`config.mk`:
```
export PLATFORM = sky130hd
export DESIGN_NAME = div_sng_src
export DESIGN_NICKNAME = d
export VERILOG_FILES = /design/src/rtl/div_pkg.sv /design/src/rtl/sng_lfsr.sv /design/src/rtl/div_sng_src.sv
export SDC_FILE = /design/constraint.sdc
export NUM_CORES = 1
export LEC_CHECK = 0
export CORE_UTILIZATION = 54
export CTS_CLUSTER_SIZE = 40
export DETAILED_ROUTE_END_ITERATION = 10
export PLACE_DENSITY = 0.83
export RECOVER_POWER = 50
export SLEW_MARGIN = 15
export SYNTH_ARGS = -nofsm -noshare
export SYNTH_HDL_FRONTEND = slang
export SYNTH_SLANG_ARGS = --single-unit
```
`constraint.sdc`:
```
create_clock -name clk -period 3.9 [get_ports clk]
set_clock_uncertainty 0.05 [all_clocks]
set_input_delay 0.585 -clock clk [delete_from_list [all_inputs] [get_ports clk]]
set_output_delay 0.585 -clock clk [all_outputs]
set_load 0.01 [all_outputs]
```
`src/rtl/div_pkg.sv`:
```
`default_nettype none
// +--------------------------------------------------------------------------+
// | Module   : div_pkg                                                       |
// | Purpose  : Shared types and helpers for the unary divider source stage.  |
// |            - state_t     : source FSM states                             |
// |            - lfsr_taps() : Fibonacci feedback mask, BW 3..10             |
// |            - bitrev()    : van der Corput bit reversal of a BW-bit value |
// | Ports    : none (package)                                                |
// | Revision : 1.0  initial release                                          |
// +--------------------------------------------------------------------------+
package div_pkg;

   typedef enum logic {
      IDLE = 1'b0,
      RUN  = 1'b1
   } state_t;

   localparam int C_MAX_BW = 10;

   // Feedback mask for a shift-left Fibonacci LFSR; bit k set means
   // state[k] is XORed into the new LSB. Each mask is a primitive polynomial.
   function automatic logic [C_MAX_BW-1:0] lfsr_taps(input int bw);
      logic [C_MAX_BW-1:0] m;
      case (bw)
         3:       m = 10'h006;
         4:       m = 10'h00C;
         5:       m = 10'h014;
         6:       m = 10'h030;
         7:       m = 10'h060;
         8:       m = 10'h0B8;
         9:       m = 10'h110;
         10:      m = 10'h240;
         default: m = 10'h014;
      endcase
      return m;
   endfunction

   // Reverse the low bw bits of value; upper bits of the result are zero.
   function automatic logic [C_MAX_BW-1:0] bitrev(input logic [C_MAX_BW-1:0] value,
                                                  input int bw);
      logic [C_MAX_BW-1:0] r;
      r = '0;
      for (int i = 0; i < C_MAX_BW; i++) begin
         if (i < bw) r[i] = value[bw-1-i];
      end
      return r;
   endfunction

endpackage
`default_nettype wire

```
`src/rtl/sng_lfsr.sv`:
```
`default_nettype none
// +--------------------------------------------------------------------------+
// | Module   : sng_lfsr                                                      |
// | Purpose  : BW-bit maximal-length Fibonacci LFSR (period 2^BW-1) with a   |
// |            synchronous seed load and an advance enable.                  |
// | Ports    : clk      - clock, rising edge                                 |
// |            rst      - asynchronous reset, active-high (state <- seed)    |
// |            ld_i     - load seed this edge (priority over en_i)           |
// |            en_i     - advance one step this edge                         |
// |            state_o  - current LFSR state                                 |
// | Revision : 1.0  initial release                                          |
// +--------------------------------------------------------------------------+
module sng_lfsr
   import div_pkg::*;
#(
   parameter int BW   = 5,
   parameter int SEED = 1
) (
   input  logic          clk,
   input  logic          rst,
   input  logic          ld_i,
   input  logic          en_i,
   output logic [BW-1:0] state_o
);

   localparam logic [C_MAX_BW-1:0] C_TAPS_FULL = lfsr_taps(BW);
   localparam logic [BW-1:0]       C_TAPS      = C_TAPS_FULL[BW-1:0];
   localparam logic [BW-1:0]       C_SEED_RAW  = BW'(SEED);
   // An all-zero state would lock the register, so a zero seed becomes 1.
   localparam logic [BW-1:0]       C_SEED      = (C_SEED_RAW == '0) ? BW'(1) : C_SEED_RAW;

   logic [BW-1:0] lfsr_q;
   logic          w_fb;

   assign w_fb    = ^(lfsr_q & C_TAPS);
   assign state_o = lfsr_q;

   always_ff @(posedge clk or posedge rst) begin
      if (rst) begin
         lfsr_q <= C_SEED;
      end else if (ld_i) begin
         lfsr_q <= C_SEED;
      end else if (en_i) begin
         lfsr_q <= {lfsr_q[BW-2:0], w_fb};
      end
   end

endmodule
`default_nettype wire

```
`src/rtl/div_sng_src.sv`:
```
`default_nettype none
// +--------------------------------------------------------------------------+
// | Module   : div_sng_src                                                   |
// | Purpose  : Source stage for the unary divider. Latches a dividend and    |
// |            divisor, then emits 2^BW cycles of dividend/divisor bits      |
// |            (exact one-counts) plus an LFSR random number.                |
// | Option   : DIV_SNG_CLIP_EN - clip the latched dividend to the divisor.   |
// | Ports    : clk, rst (async, active-high)                                 |
// |            load_valid/load_ready, dividend_bin, divisor_bin - load side  |
// |            out_valid, dividend, divisor, randNum, last, div0 - stream    |
// | Revision : 1.0  initial release                                          |
// +--------------------------------------------------------------------------+
module div_sng_src
   import div_pkg::*;
#(
   parameter int BW   = 5,
   parameter int SEED = 1
) (
   input  logic          clk,
   input  logic          rst,
   input  logic          load_valid,
   output logic          load_ready,
   input  logic [BW-1:0] dividend_bin,
   input  logic [BW-1:0] divisor_bin,
   output logic          out_valid,
   output logic          dividend,
   output logic          divisor,
   output logic [BW-1:0] randNum,
   output logic          last,
   output logic          div0
);

   state_t        state_q;
   logic [BW-1:0] cnt_q;
   logic [BW-1:0] dvd_q;
   logic [BW-1:0] dvd_d;
   logic [BW-1:0] dsr_q;
   logic          div0_q;
   logic          w_run;
   logic          w_last;
   logic          w_accept;
   logic [BW-1:0] w_rev;
   logic [BW-1:0] w_lfsr;

   assign w_run    = (state_q == RUN);
   assign w_last   = w_run && (cnt_q == '1);
   assign w_accept = load_valid && load_ready;
   // Bit-reversed count decorrelates the divisor stream from the dividend's.
   assign w_rev    = BW'(bitrev(C_MAX_BW'(cnt_q), BW));

   always_comb begin
      dvd_d = dividend_bin;
`ifdef DIV_SNG_CLIP_EN
      if (dividend_bin > divisor_bin) dvd_d = divisor_bin;
`endif
   end

   always_ff @(posedge clk or posedge rst) begin
      if (rst) begin
         state_q <= IDLE;
         cnt_q   <= '0;
         dvd_q   <= '0;
         dsr_q   <= '0;
         div0_q  <= 1'b0;
      end else if (w_accept) begin
         state_q <= RUN;
         cnt_q   <= '0;
         dvd_q   <= dvd_d;
         dsr_q   <= divisor_bin;
         div0_q  <= (divisor_bin == '0);
      end else if (w_run) begin
         cnt_q <= cnt_q + BW'(1);
         if (w_last) state_q <= IDLE;
      end
   end

   sng_lfsr #(
      .BW   (BW),
      .SEED (SEED)
   ) u_lfsr (
      .clk     (clk),
      .rst     (rst),
      .ld_i    (w_accept),
      .en_i    (w_run),
      .state_o (w_lfsr)
   );

   assign load_ready = !w_run || w_last;
   assign out_valid  = w_run;
   assign last       = w_last;
   assign dividend   = w_run && (dvd_q > cnt_q);
   assign divisor    = w_run && (dsr_q > w_rev);
   assign randNum    = w_lfsr;
   assign div0       = div0_q;

endmodule
`default_nettype wire

```
Yosys cells after proc, flatten, opt, wreduce, memory -nomap -nowiden
Cells that the tools add are included.

word-level totals
  register bits = 22
  input bits = 13
  logic and storage cells = 26

operators by class
  add/sub/neg operators = 1
  $lt $le $gt $ge = 2
  equal/unequal tests = 1
  muxes and demuxes = 7
  reductions and logical operators = 9

operators with widths
  kind                                         count
  2-to-1 mux 5 bit                             4
  greater-than comparator 5 bit                2
  adder 5 x 1 -> 5 bit, second input constant  1
  == test 5 bit, second input constant         1
  logical NOT 5 bit                            1
  XOR reduction 5 bit                          1
  logical AND 1 bit                            4
  2-to-1 mux 1 bit                             3
  nonzero test 2 bit                           1
  logical NOT 1 bit                            1
  logical OR 1 bit                             1

Longest topological paths before layout
  depth after elaboration = 5
  gate-level depth with buffers = 7
  depth with buffers taken out = 6

Modules after synthesis
From an unflattened synthesis, not the netlist that was laid out.

unflattened totals
  cell total of the unflattened synthesis = 107
  area total of the unflattened synthesis = 1206.2 µm²

modules (own cells, without submodules)
  module       times used  cells each  area each (µm²)  sequential area each (µm²)
  div_sng_src  1           88          989.7            425.4
  sng_lfsr     1           19          216.5            126.4

Least setup slack after synthesis
OpenSTA, ideal clock, no wires.

  path type = register -> register
  start point = register cnt_q[0]
  end point = register div0_q, in the netlist div0
  setup time = 0.125 ns
  data arrival time = 1.736 ns
  required time = 3.725 ns
  setup slack = 1.989 ns
  cell stages (with the launch flop) = 8
  path buffers = 1
  cells stage by stage = dfrtp_1 > ha_1 > and3_1 > ha_1 > nand2b_4 > and2_4 > buf_6 > mux2_4

between the ends
  longest elaborated chain between the ends = 4

RTL lines
  element                 line               RTL
  from (decl)             div_sng_src.sv:34  logic [BW-1:0] cnt_q;
  from (signal assigned)  div_sng_src.sv:72  cnt_q <= cnt_q + BW'(1);
  == test 5 bit           div_sng_src.sv:46  assign w_last = w_run && (cnt_q == '1);
  logical AND 1 bit       div_sng_src.sv:46
  logical OR 1 bit        div_sng_src.sv:88  assign load_ready = !w_run || w_last;
  via load_ready          div_sng_src.sv:22  output logic load_ready,
  logical AND 1 bit       div_sng_src.sv:47  assign w_accept = load_valid && load_ready;
  to (signal assigned)    div_sng_src.sv:70  div0_q <= (divisor_bin == '0);
  to (decl)               div_sng_src.sv:38  logic div0_q;

The timed path passes the listed nets, and every way through them passes these cells.
A chain may end at the register's enable or synchronous reset.

Worst setup path in the final report
  start point = register cnt_q[0]
  end point = output port load_ready

between the ends
  longest elaborated chain between the ends = 3

RTL lines
  element            line
  == test 5 bit      div_sng_src.sv:46
  logical AND 1 bit  div_sng_src.sv:46
  logical OR 1 bit   div_sng_src.sv:88
  to (decl)          div_sng_src.sv:22

No other way between the ends.

==> out/results.tsv <==
stage	metric	value	unit
sta	finalHoldViolCount	0	
place	io_buffer_count	23	
cts	clk_latency	310	ps
die	coreArea	2000	um^2
cts	cts_resized	0	
yosys	yosys.area.top_type	dfrtp_1	
die	num_rows	16	
place	place_inst	148	
yosys	ys_top_cells_by_area	dfrtp_1, ha_1, mux2_4	
cells_and_area	mostFrequentLayoutCell	clkdlybuf4s50_1	
yosys	synth_area_per_cell	11.6	um^2
die	fp.dieH	48.7	um
die	die_area	2370	um^2
route	finalWirelength	2380	um
place	place_hpwl	1860	um
sta	final.setup.tns	0	ps
worst_setup_path	worst_setup_path_end_kind	output pin	
cells_and_area	fin_area	1440	um^2
global_route	grt.overflow.total	0	
yosys	synth_nets	126	
power_and_ir_drop	p_leak	0.654	nW
cts	clockRootBuffer	clkbuf_4	
route	vias_per_cell	5.66	
worst_setup_path	cp_data_arrival_time	2190	ps
route	detail_route.wl_per_cell	15.6	um
yosys	synth_cell_type_count	25	
min_path	worst_hold_path_type	flop to flop	
cts	cts.clk_slew.worst_paths	120	ps
worst_setup_path	start_kind	flop	
place	dpl_cell_area	1410	um^2
route	drt_iter0_drc	18	
route	drtAntennaViolNets	0	
cells_and_area	mostFrequentLayoutCells	clkdlybuf4s50_1, dfrtp_1, ha_1	
cells_and_area	nets	151	
worst_setup_path	slowest_delay	540	ps
global_route	grt_usage	22.2	%
cells_and_area	drive_above_1_share	12.0	%
sta	slew_violations	0	
worst_setup_path	cpMostUsedCell	ha_1	
sta	period_needed	2820	ps
run	cap_violations	0	
route	drc	0	
global_route	grt_max_degree	23	
cts	post-cts-setup-buffer-count	0	
global_route	antenna_found_initial	0	
cts	htree_levels	1	
power_and_ir_drop	power_density	809	nW/um^2
cts	cts_buffers	3	
sta	period_share	72.3	%
yosys	yosys_warnings	0	
sta	slew_headroom	46.8	%
yosys	yosysSeqAreaShare	46.9	%
cts	cts.sinks	22	
yosys	synthesis.area	1180	um^2
cells_and_area	instances_no_fill	152	
cells_and_area	area_growth	22.6	%
global_route	grt_pass1_vias	889	
die	die_w	48.7	um
worst_setup_path	worst_path_max_delay_cell	clkdlybuf4s50_1	
run_status	status	finished clean	
worst_setup_path	crit_path_max_fanout	6	
place	gp_congestion	0.797	
cells_and_area	num_antenna_cells	0	
global_route	grt_pass1_wl	4010	um
yosys	synth_seq_cells	22	
worst_setup_path	cp.required	3260	ps
route	num_vias	861	
yosys	syn-instance-count	101	
yosys	synth_top_area_share	44.7	%
die	ios	24	
power_and_ir_drop	total_power	1.17	mW
sta	rsz0062_at_grt	false	
sta	worst_slew_pin_slew	797	ps
cts	ctsHoldBuffers	0	
sta	max_freq	355	MHz
cts	cts_tree	done	
sta	setup_viol	0	
die	initial_core_util	58.7	%
worst_setup_path	critPathKind	flop to output pin	
cts	cts_max_path_buffers	2	
route	drt-pass1-iter-count	4	
worst_setup_path	crit_chain	ha_1 -> and3_1 -> ha_1 -> nand2b_1 -> clkdlybuf4s50_1	
power_and_ir_drop	ir_drop	0.467	mV
==> worst max-delay path, delay by kind of cell, from the launching register on <==
family | cells | cell delay [ps]
buffers and inverters | 1 | 540
DFF | 1 | 460
adders and majority gates | 2 | 440
and+or+nand+nor | 2 | 430
==> logic make-up after synthesis <==
family | share of synthesized area, %
AOI/OAI and AO/OA | 11.4
xor gates and xnor gates | 2.98
buffers and inverters | 5.53
and+or+nand+nor | 10.2
adders and majority gates | 12.8
DFF | 46.9
muxes | 10.2
==> metrics by stage <==
stage | hold slack, ps | utilization [%] | setup slack, ps
after floorplan | 434 | - | 1990
after global placement | 448 | 70.6 | 1520
after detailed placement | 459 | 70.6 | 1460
after CTS | 494 | 72.4 | 1100
after global routing | 501 | 72.0 | 930
final | 489 | 72.0 | 1080
==> metal layers <==
layer	GRT usage, %	wire, um	vias up
met5	0	0	-
met4	10.8	63	0
met3	2.20	64	8
met2	38.9	1230	21
met1	27.2	1020	419
li1	-	-	413
==> final timing paths <==
path / from / cells past startpoint / slack [ps] / endpoint
min in group asynchronous: rst / 2 / 790 / dsr_q[1]$_DFFE_PP0P_
hold / removal: dvd_q[2]$_DFFE_PP0P_ / 1 / 490 / dvd_q[2]$_DFFE_PP0P_
setup reg to reg: cnt_q[0]$_DFFE_PP0P_ / 6 / 1800 / dvd_q[1]$_DFFE_PP0P_
hold reg to reg: dvd_q[2]$_DFFE_PP0P_ / 1 / 490 / dvd_q[2]$_DFFE_PP0P_
max in group asynchronous: rst / 2 / 2510 / dvd_q[0]$_DFFE_PP0P_
setup / recovery: cnt_q[0]$_DFFE_PP0P_ / 5 / 1080 / load_ready
==> synthesized netlist by cell type <==
library cell  number
a31oi_1            1
and3_1             1
o21ai_0            4
ha_1              12
inv_1             10
and2_4             1
buf_6              2
nand4_1            3
dfrtp_1           21
nand2b_1           1
or4_1              1
and2_1             1
a32o_1             6
xnor2_1            4
dfstp_2            1
nor2_1             5
nand2b_4           1
nand3_1            2
o22a_1             2
a21oi_1            6
nand2_1            5
buf_2              1
nor3_1             1
mux2_2             4
mux2_4             5
==> sequential cells by signal (all words and copies together), names as in the netlist <==
register / flops
cnt_q: 5
out_valid: 1
dsr_q: 5
dvd_q: 5
u_lfsr.state_o: 5
div0: 1
==> final cells by class <==
cell class	instances	area [um^2]
Clock buffer	4	36.3
Fill cell	156	561
Inverter	10	37.5
Multi-Input combinational cell	66	552
Sequential cell	22	552
Tap cell	27	33.8
Timing Repair Buffer	23	230
==> power breakdown <==
group	internal, mW	switching, mW	leakage [nW]	total, mW
logic	0.342	0.269	0.371	0.611
clock network	0.0570	0.0686	0.0210	0.126
registers	0.340	0.0889	0.261	0.429
total	0.739	0.426	0.654	1.17
(Power assumes the default switching activity.)
